$ cat config.mk
export PLATFORM = sky130hd
export DESIGN_NAME = bus_port_arbiter_flat
export DESIGN_NICKNAME = d
export VERILOG_FILES = /design/src/rtl/bus_port_arbiter_if.sv /design/src/rtl/bus_port_arbiter.sv /design/src/flat_wrapper.sv
export SDC_FILE = /design/constraint.sdc
export NUM_CORES = 1
export LEC_CHECK = 0
export ABC_AREA = 1
export BUFFER_PORTS_ARGS = -buffer_cell sky130_fd_sc_hd__buf_2
export CAP_MARGIN = 20
export CORE_MARGIN = 4
export CORE_UTILIZATION = 51
export DETAILED_ROUTE_END_ITERATION = 10
export PLACE_DENSITY = 0.7
export SLEW_MARGIN = 20
export SYNTH_ARGS = -nofsm -noshare
export SYNTH_HDL_FRONTEND = slang
export SYNTH_SLANG_ARGS = --single-unit
export TNS_END_PERCENT = 1
$ cat constraint.sdc
create_clock -name clk -period 8.9 [get_ports clk]
set_input_delay 0.89 -clock clk [delete_from_list [all_inputs] [get_ports clk]]
set_output_delay 0.89 -clock clk [all_outputs]
set_load 0.01 [all_outputs]
$ cat src/rtl/bus_port_arbiter_if.sv
// bus_port_arbiter_if: groups the device push side and the arbitrated bus
// output of bus_port_arbiter into one bundle.
//   push/D_push   : per-port push strobe and packed packet data
//   full/pndng    : per-port FIFO status (registered)
//   ovf/clr_ovf   : sticky per-port drop flags and their common clear
//   bus_valid/bus_ready/bus_data/bus_src : registered output with handshake
// Modport master is the arbiter; modport slave is its environment.
interface bus_port_arbiter_if #(
  parameter int drvrs   = 4,
  parameter int pckg_sz = 16
);
  localparam int src_w = (drvrs > 1) ? $clog2(drvrs) : 1;

  logic [drvrs-1:0]         push;
  logic [drvrs*pckg_sz-1:0] D_push;
  logic [drvrs-1:0]         full;
  logic [drvrs-1:0]         pndng;
  logic [drvrs-1:0]         ovf;
  logic                     clr_ovf;
  logic                     bus_valid;
  logic                     bus_ready;
  logic [pckg_sz-1:0]       bus_data;
  logic [src_w-1:0]         bus_src;

  modport master (
    input  push, D_push, clr_ovf, bus_ready,
    output full, pndng, ovf, bus_valid, bus_data, bus_src
  );

  modport slave (
    output push, D_push, clr_ovf, bus_ready,
    input  full, pndng, ovf, bus_valid, bus_data, bus_src
  );
endinterface

$ cat src/rtl/bus_port_arbiter.sv
// bus_port_arbiter: per-device packet FIFOs drained by a round-robin arbiter
// onto a single registered bus output with a valid/ready handshake.
// Ports:
//   clk   : clock, all state on the rising edge
//   rst_n : asynchronous active-low reset
//   bus   : bus_port_arbiter_if.master (push side, status flags, bus output)
module bus_port_arbiter #(
  parameter int drvrs   = 4,
  parameter int pckg_sz = 16,
  parameter int depth   = 8
) (
  input logic                clk,
  input logic                rst_n,
  bus_port_arbiter_if.master bus
);
  localparam int src_w = (drvrs > 1) ? $clog2(drvrs) : 1;
  localparam int aw    = $clog2(depth);
  localparam int cw    = aw + 1;

  logic [pckg_sz-1:0] mem [drvrs][depth];
  logic [aw-1:0]      rd_ptr [drvrs];
  logic [aw-1:0]      wr_ptr [drvrs];
  logic [cw-1:0]      cnt    [drvrs];
  logic [cw-1:0]      cnt_nxt[drvrs];

  logic [drvrs-1:0]   full_r, pndng_r, ovf_r;
  logic [drvrs-1:0]   pop, acc, drop;

  logic               vld_p0;
  logic [pckg_sz-1:0] data_p0;
  logic [src_w-1:0]   src_p0;
  logic [src_w-1:0]   last_grant;

  logic               slot_free;
  logic               gnt_any;
  logic [src_w-1:0]   gnt_idx;

  assign slot_free = !vld_p0 || bus.bus_ready;

  // Round-robin search starting just after the last granted port.
  always_comb begin
    int idx;
    idx     = 0;
    gnt_any = 1'b0;
    gnt_idx = '0;
    pop     = '0;
    if (slot_free) begin
      for (int k = 1; k <= drvrs; k++) begin
        idx = (int'(last_grant) + k) % drvrs;
        if (!gnt_any && pndng_r[idx]) begin
          gnt_any = 1'b1;
          gnt_idx = src_w'(idx);
        end
      end
    end
    if (gnt_any) pop[gnt_idx] = 1'b1;
  end

  // A push into a full FIFO survives only when the same port pops this cycle.
  always_comb begin
    for (int i = 0; i < drvrs; i++) begin
      acc[i]     = bus.push[i] && (!full_r[i] || pop[i]);
      drop[i]    = bus.push[i] && !acc[i];
      cnt_nxt[i] = cnt[i] + cw'(acc[i]) - cw'(pop[i]);
    end
  end

  always_ff @(posedge clk or negedge rst_n) begin
    if (!rst_n) begin
      for (int i = 0; i < drvrs; i++) begin
        cnt[i]    <= '0;
        rd_ptr[i] <= '0;
        wr_ptr[i] <= '0;
      end
      full_r  <= '0;
      pndng_r <= '0;
      ovf_r   <= '0;
    end else begin
      for (int i = 0; i < drvrs; i++) begin
        cnt[i]     <= cnt_nxt[i];
        full_r[i]  <= (cnt_nxt[i] == cw'(depth));
        pndng_r[i] <= (cnt_nxt[i] != '0);
        if (acc[i]) wr_ptr[i] <= wr_ptr[i] + 1'b1;
        if (pop[i]) rd_ptr[i] <= rd_ptr[i] + 1'b1;
      end
      // Clear wins over a same-cycle drop.
      if (bus.clr_ovf) ovf_r <= '0;
      else             ovf_r <= ovf_r | drop;
    end
  end

  // Packet storage carries no reset; validity lives in the counts.
  always_ff @(posedge clk) begin
    for (int i = 0; i < drvrs; i++) begin
      if (acc[i]) mem[i][wr_ptr[i]] <= bus.D_push[i*pckg_sz +: pckg_sz];
    end
  end

  // Output stage p0: single bus register, loaded only when the slot is free.
  always_ff @(posedge clk or negedge rst_n) begin
    if (!rst_n) begin
      vld_p0     <= 1'b0;
      data_p0    <= '0;
      src_p0     <= '0;
      last_grant <= src_w'(drvrs - 1);
    end else if (slot_free) begin
      if (gnt_any) begin
        vld_p0     <= 1'b1;
        data_p0    <= mem[gnt_idx][rd_ptr[gnt_idx]];
        src_p0     <= gnt_idx;
        last_grant <= gnt_idx;
      end else begin
        vld_p0 <= 1'b0;
      end
    end
  end

  assign bus.full      = full_r;
  assign bus.pndng     = pndng_r;
  assign bus.ovf       = ovf_r;
  assign bus.bus_valid = vld_p0;
  assign bus.bus_data  = data_p0;
  assign bus.bus_src   = src_p0;
endmodule

$ cat src/flat_wrapper.sv
// flat-port wrapper written by rule: the top's interface ports become plain ports
module bus_port_arbiter_flat 
#(
  parameter int drvrs   = 4,
  parameter int pckg_sz = 16,
  parameter int depth   = 8
)
  (clk, rst_n, bus_push, bus_D_push, bus_clr_ovf, bus_bus_ready, bus_full, bus_pndng, bus_ovf, bus_bus_valid, bus_bus_data, bus_bus_src);
  bus_port_arbiter_if #(.drvrs(drvrs), .pckg_sz(pckg_sz)) bus_i ();
  input logic clk;
  input logic rst_n;
  input wire logic [$bits(bus_i.push)-1:0] bus_push;
  input wire logic [$bits(bus_i.D_push)-1:0] bus_D_push;
  input wire logic [$bits(bus_i.clr_ovf)-1:0] bus_clr_ovf;
  input wire logic [$bits(bus_i.bus_ready)-1:0] bus_bus_ready;
  output wire logic [$bits(bus_i.full)-1:0] bus_full;
  output wire logic [$bits(bus_i.pndng)-1:0] bus_pndng;
  output wire logic [$bits(bus_i.ovf)-1:0] bus_ovf;
  output wire logic [$bits(bus_i.bus_valid)-1:0] bus_bus_valid;
  output wire logic [$bits(bus_i.bus_data)-1:0] bus_bus_data;
  output wire logic [$bits(bus_i.bus_src)-1:0] bus_bus_src;
  assign bus_i.push = bus_push;
  assign bus_i.D_push = bus_D_push;
  assign bus_i.clr_ovf = bus_clr_ovf;
  assign bus_i.bus_ready = bus_bus_ready;
  assign bus_full = bus_i.full;
  assign bus_pndng = bus_i.pndng;
  assign bus_ovf = bus_i.ovf;
  assign bus_bus_valid = bus_i.bus_valid;
  assign bus_bus_data = bus_i.bus_data;
  assign bus_bus_src = bus_i.bus_src;
  bus_port_arbiter #(.drvrs(drvrs), .pckg_sz(pckg_sz), .depth(depth)) u_core (.clk(clk), .rst_n(rst_n), .bus(bus_i));
endmodule
### After elaboration in Yosys (flattened, before gate mapping)

Memory sizes are Yosys's and may differ from the RTL's.
Index checks and enable logic that the tools add are counted.

* register bits after elaboration: 73
* memory bits (writable): 512
* input bits: 72
* output and inout bits: 31
* word-level logic and storage cells: 165
* memories: 1

* add/subtract/negate cells: 20
* $lt $le $gt $ge: 16
* equality and inequality tests: 4
* mux-type cells: 52
* bitwise logic cells: 11
* reductions and logical operators: 42

Memories
* u_core.mem: words 4, width 128, read ports 1, clocked after Yosys merged registers in 0, write ports 4, line bus_port_arbiter.sv:20 `logic [pckg_sz-1:0] mem [drvrs][depth];`

Operator list (number)
* 128-bit 2-to-1 mux: 4
* 16-bit demux with 3-bit select: 4
* 16-bit 2-to-1 mux: 6
* 16-bit binary-select mux with 3-bit select: 1
* 3-bit by 1-bit adder with 3-bit output, second input constant: 8
* 1-bit 2-to-1 mux: 22
* 4-bit greater-or-equal comparator, second input constant: 5
* 3-bit inverter with 4-bit output: 5
* 4-bit by 1-bit adder with 4-bit output: 4
* 4-bit equality test, second input constant: 4
* 1-bit logical AND: 16
* 3-bit by 4-bit less-than comparator with 1-bit output, second input constant: 4
* 4-bit by 1-bit less-than comparator with 1-bit output, second input constant: 4
* 4-bit nonzero test: 4
* 4-bit by 1-bit subtractor with 4-bit output: 4
* 1-bit zero test: 12
* 2-bit 2-to-1 mux: 5
* 1-bit binary-select mux with 2-bit select: 4
* 4-bit 2-to-1 mux: 2
* 2-bit OR reduction: 4
* 3-bit binary-select mux with 2-bit select: 1
* 3-bit 2-to-1 mux: 2
* 1-bit logical OR: 5
* 2-bit by 1-bit adder with 2-bit output, second input constant: 2
* 9 further kinds: 13

### Depth between registers and ports, before layout

* depth after elaboration: 31
* depth in mapped cells: 24
* depth with buffers taken out: 22

### Worst setup path before layout

Ideal clock, no wire load.

* path type: reg-to-reg
* start point: register u_core.last_grant[0]
* end point: memory u_core.mem[0][112] in the netlist's numbering, enable pin
* setup time: 388 ps
* arrival: 2945 ps
* data required time: 8512 ps
* setup slack: 5566 ps
* stages on the path, launching flop included: 19
* buffers on the path: 3
* clock period less this slack: 3334 ps
* cell sequence: dfstp_2 buf_4 inv_2 buf_6 nand2_2 nand2_2 nand2_1 nand2_2 a21oi_1 nand2_2 nand3_4 buf_6 nand2_2 nor2_4 inv_2 nand2_1 nand2_1 or2_1 nor2_1

RTL lines
* start: declaration: line bus_port_arbiter.sv:32 `logic [src_w-1:0] last_grant;`
* start signal: assignment: line bus_port_arbiter.sv:105 `last_grant <= src_w'(drvrs - 1);`
* start signal: assignment: line bus_port_arbiter.sv:111 `last_grant <= gnt_idx;`
* end: declaration: line bus_port_arbiter.sv:20

### Worst setup path after layout

* start point: register u_core.last_grant[0]
* end point: register u_core.data_p0[3], in the netlist u_core.bus.bus_data[3]

* cells in the longest elaborated chain, start to end: 26
* elaborated cells between the ends (all ways): 45
* classes of those cells: 4 x add/sub; 31 x mux; 2 x bitwise; 7 x reduce/logical; 1 x memory

Ends and longest elaborated chain
* 2-bit by 1-bit adder with 2-bit output: line bus_port_arbiter.sv:49 `idx = (int'(last_grant) + k) % drvrs;`
* 1-bit binary-select mux with 2-bit select: line bus_port_arbiter.sv:50 `if (!gnt_any && pndng_r[idx]) begin`
* 1-bit 2-to-1 mux (not written as such) (2 in series): line bus_port_arbiter.sv:50
* 1-bit 2-to-1 mux: line bus_port_arbiter.sv:50
* 1-bit 2-to-1 mux: line bus_port_arbiter.sv:47 `if (slot_free) begin`
* 1-bit zero test: line bus_port_arbiter.sv:50
* 1-bit logical AND: line bus_port_arbiter.sv:50
* 1-bit 2-to-1 mux: line bus_port_arbiter.sv:50
* [... 7 more ...]
* 2-bit 2-to-1 mux: line bus_port_arbiter.sv:50
* 2-bit 2-to-1 mux: line bus_port_arbiter.sv:47
* 2-bit inverter with 3-bit output (not written as such): line bus_port_arbiter.sv:109 `data_p0 <= mem[gnt_idx][rd_ptr[gnt_idx]];`
* 3-bit binary-select mux with 2-bit select: line bus_port_arbiter.sv:109
* 3-bit 2-to-1 mux (not written as such) (2 in series): line bus_port_arbiter.sv:109
* 3-bit inverter with 4-bit output (not written as such): line bus_port_arbiter.sv:109
* 16-bit binary-select mux with 3-bit select: line bus_port_arbiter.sv:109
* 16-bit 2-to-1 mux (not written as such) (2 in series): line bus_port_arbiter.sv:109
* end signal: assignment: line bus_port_arbiter.sv:109
* end: declaration: line bus_port_arbiter.sv:30 `logic [pckg_sz-1:0] data_p0;`

Parallel ways exist; a longest one is shown, timed or not. The select of a mux whose other input is x is not followed.
A chain may end at the register's enable or synchronous reset.

==> results <==
- The run finished with clean final reports.
- The category of the critical setup timing path is flop to flop.
- Once the floorplan was initialized, standard cells occupied 51.7% of the core.
- Counting both buffers and inverters, the worst setup path holds a total of 2.
- The nature of the critical path endpoint is a flop.
- The overall die height is approximately 240 um.
- The sum of net half-perimeters after detailed placement is around 54 mm.
- TritonCTS created around 60 clock buffers.
- The first-pass GRT wire length is ~120 mm.
- The cell that appears most often on the critical path is sky130_fd_sc_hd__nand2_1.
- The kind of cell adding the most delay to the critical path is simple AND/OR/NAND/NOR gates.
- The largest stage delay on the critical path is 830 ps.
- The later pin in the worst-skew pair is clocked with a latency of 620 ps.
- The post-detailed-route via-to-cell ratio is roughly 5.7.
- The most common cell in the synthesized netlist is sky130_fd_sc_hd__nand2_1.
- Pin placement for this block handled about 100 I/O pins.
- The fill cell instance count of the final layout is around 4,500.
- The fraction of final layout cells with drive strength greater than 1 is between 10% and 20%.
- The DRC violation count after routing is 0.
- The share of Yosys cell area claimed by the top area cell type is 56.4%.
- Dividing the detail-routed wire length by the instance count gives 23.3 um.
- The clock period minus worst slack is 4780 ps.
- The starting DRC count in detailed routing is between 2,000 and 2,500.
- In the synthesized netlist the dominant register cell turns out to be sky130_fd_sc_hd__edfxtp_1.
- The routed via count is between 20,000 and 25,000.
- The required time at the worst-slack endpoint is roughly 9400 ps.
- The root buffer cell is sky130_fd_sc_hd__clkbuf_16.
- The per-instance average area after synthesis is 9.86 um2.
- The startpoint class of the critical path is a flop.
- The final critical path takes up between 50% and 60% of the cycle.
- Global routing finished with a remaining overflow of 0.
- Static timing analysis puts the maximum clock frequency at approximately 0.21 GHz.
- Setup violations remaining at the end of the flow were counted as 0.
- For the pin with the worst max-slew slack, the measured transition is roughly 1100 ps.
- The number of nets in the synthesized netlist is ~2,900.
- The final number of max-transition violations was 0.
- The combined global-route utilization of all metal layers is 28.7%.
- At the worst endpoint, the arrival time is roughly 5300 ps.
- The initial antenna violation count is 6.
- Sequential elements use about 63% of the synthesized area.
- The tool flagged a number of max-cap violations equal to 0.
- The floorplan has 84 rows.
- The clock edge transition at the registers on the reported setup and hold paths is 60 ps.
- The slowest stage of the critical path is the sky130_fd_sc_hd__buf_12 cell.
- Synthesis produced a netlist whose cell count is ~2,800.
- The total non-filler cell area in the finished layout is about 30,000 um2.
- Sorting the synthesized cells by how often they occur yields sky130_fd_sc_hd__nand2_1 (729), sky130_fd_sc_hd__inv_1 (539), sky130_fd_sc_hd__edfxtp_1 (512).
- Once detail routing completed, the nets flagged for antenna violations numbered 0.
- The min-delay analysis places its worst path in the category input port to asynchronous set/reset pin.
- After floorplanning, the core was sized to cover 52,800 um2.
- Synthesis inferred between 500 and 600 register bits.
- The maximum number of pins on one net before global-route repair is between 200 and 250.
- The number of setup buffers added after CTS is 0.
- Buffers inserted to repair hold after CTS numbered 0.
- The area of the die is between 50,000 and 60,000 um2.
- The number of enable flip-flop cells after synthesis is a little over 500.
- The CTS tree is yes.
- The H-tree was split into 2 levels.
- After the last flow step, the layout net total stands at 2,910.
- The clock sink total is 585.
- The routed wire length is 82.9 mm.
- The post-cts resize count is 0.
- The mapped netlist covers 27,300 um2.
- The area growth from synthesis to final layout is 10.7%.
- Walking the worst path, the cells encountered are inv_2, nand2_1, nand2_1, nand2_1, nand2_2, a21oi_1, nand2_8, nand3_4, buf_12, nand2_1, nand3_1, nand2_1, nand2_1, nand2_1, nand2_1, nand3_1, nand3_1, nand2_1.
- The maximum fanout along the worst path is between 200 and 250.
- The count of input and output buffers is approximately 100.
- The congestion estimate from routability-driven global placement came to 1.05.
- In this run the tightest slew margin relative to its limit is about 25%.
- The buffer levels on the longest clock path is 3.
- Setup repair after global routing left no endpoint under its margin.
- The clock arrives with about 18 ps of skew.
- The count of different cell masters after synthesis is 32.
- The via count of the first global-routing pass came to ~20,000.
- The setup TNS after final layout is 0 ps.
- The synthesis warning total is 0.
- Yosys attributes the largest share of cell area to sky130_fd_sc_hd__edfxtp_1 (56%), sky130_fd_sc_hd__nand2_1 (10%), sky130_fd_sc_hd__inv_1 (7.4%).
- The final number of hold-violating endpoints is 0.
- Counting flops with an async set or reset pin after synthesis yields a share of 12.5%.
- The die is ~240 um wide.
- Once placement finished, the instance area stood at roughly 28,000 um2.
- The number of detailed-routing iterations run before antenna repair is 6.
- Of all cell types, the one taking the most synthesized area is sky130_fd_sc_hd__edfxtp_1.
==> area by class of cell <==
type | count | area (um2) | area share, %
clock inverter | 34 | 288 | 0.954
multi-input combinational | 1466 | 7210 | 23.9
sequential | 585 | 17200 | 57.0
timing repair buffer | 146 | 860 | 2.85
antenna | 6 | 15.0 | 0.0498
clock buffer | 78 | 1650 | 5.47
tap | 688 | 861 | 2.85
inverter | 552 | 2070 | 6.88
==> through the flow <==
step	hold WS [ps]	instances	utilization, %	setup WS [ps]
after floorplan	440	2765	-	5570
after global placement	472	3437	53.5	4070
after detailed placement	481	3437	53.5	4220
after CTS	59.8	3549	57.1	4170
after global routing	76.1	3551	57.2	3800
final	90.0	3555	57.2	4120
==> registers in the layout, summed over array words and instances, names as in the netlist <==
name / flops
u_core.rd_ptr: 12
u_core.last_grant: 2
u_core.mem: 512
u_core.bus.bus_data: 16
u_core.bus.pndng: 4
u_core.wr_ptr: 12
u_core.bus.ovf: 4
u_core.bus.full: 4
u_core.bus.bus_src: 2
u_core.bus.bus_valid: 1
u_core.cnt: 16
==> cells in the final DEF (no fill, tap or decap), types with 20 or more instances in the layout <==
cell | netlist | layout
sky130_fd_sc_hd__clkbuf_16 | 0 | 61
sky130_fd_sc_hd__ha_1 | 24 | 24
sky130_fd_sc_hd__nand4_1 | 232 | 232
sky130_fd_sc_hd__buf_4 | 18 | 43
sky130_fd_sc_hd__dfrtp_1 | 71 | 71
sky130_fd_sc_hd__o21ai_0 | 20 | 20
sky130_fd_sc_hd__o21ai_1 | 20 | 20
sky130_fd_sc_hd__nor2_2 | 0 | 27
sky130_fd_sc_hd__inv_1 | 539 | 539
sky130_fd_sc_hd__nand3_1 | 333 | 333
sky130_fd_sc_hd__nand2_1 | 729 | 728
sky130_fd_sc_hd__edfxtp_1 | 512 | 512
sky130_fd_sc_hd__buf_2 | 53 | 101
==> worst paths after layout <==
path	startpoint	end	slack [ps]	cells after the start
worst max-delay path	u_core.last_grant[0]	u_core.bus.bus_data[3]	4120	18
worst min-delay path	rst_n	u_core.wr_ptr[11]	90	1
worst max register to register	u_core.last_grant[0]	u_core.bus.bus_data[3]	4120	18
worst min register to register	u_core.rd_ptr[2]	u_core.rd_ptr[2]	510	1
max in group asynchronous	rst_n	u_core.bus.bus_data[15]	7650	2
min in group clk	u_core.rd_ptr[2]	u_core.rd_ptr[2]	510	1
==> kinds of logic (layout without fill, tap and decap cells) <==
family,count (synthesis),after routing,synth area share (%)
compound gates,53,53,0.992
xor+xnor,24,24,0.771
fa+ha+maj,28,28,1.40
buf+inv,714,810,10.9
flops,585,585,63.1
other cells,0,6,0
simple gates,1361,1361,22.8
==> per-layer routing <==
| metal | vias up | GRT usage (%) | wire (um) |
|---|---|---|---|
| li1 | 9181 | - | - |
| met1 | 9776 | 37.2 | 31400 |
| met2 | 1146 | 45.9 | 39200 |
| met3 | 246 | 4.70 | 6960 |
| met4 | 0 | 16.9 | 5410 |
| met5 | - | 0 | 0 |
Power is left out: the tool's default activity adds up to more than one toggle a clock period on the data nets, which glitch-free logic cannot reach.
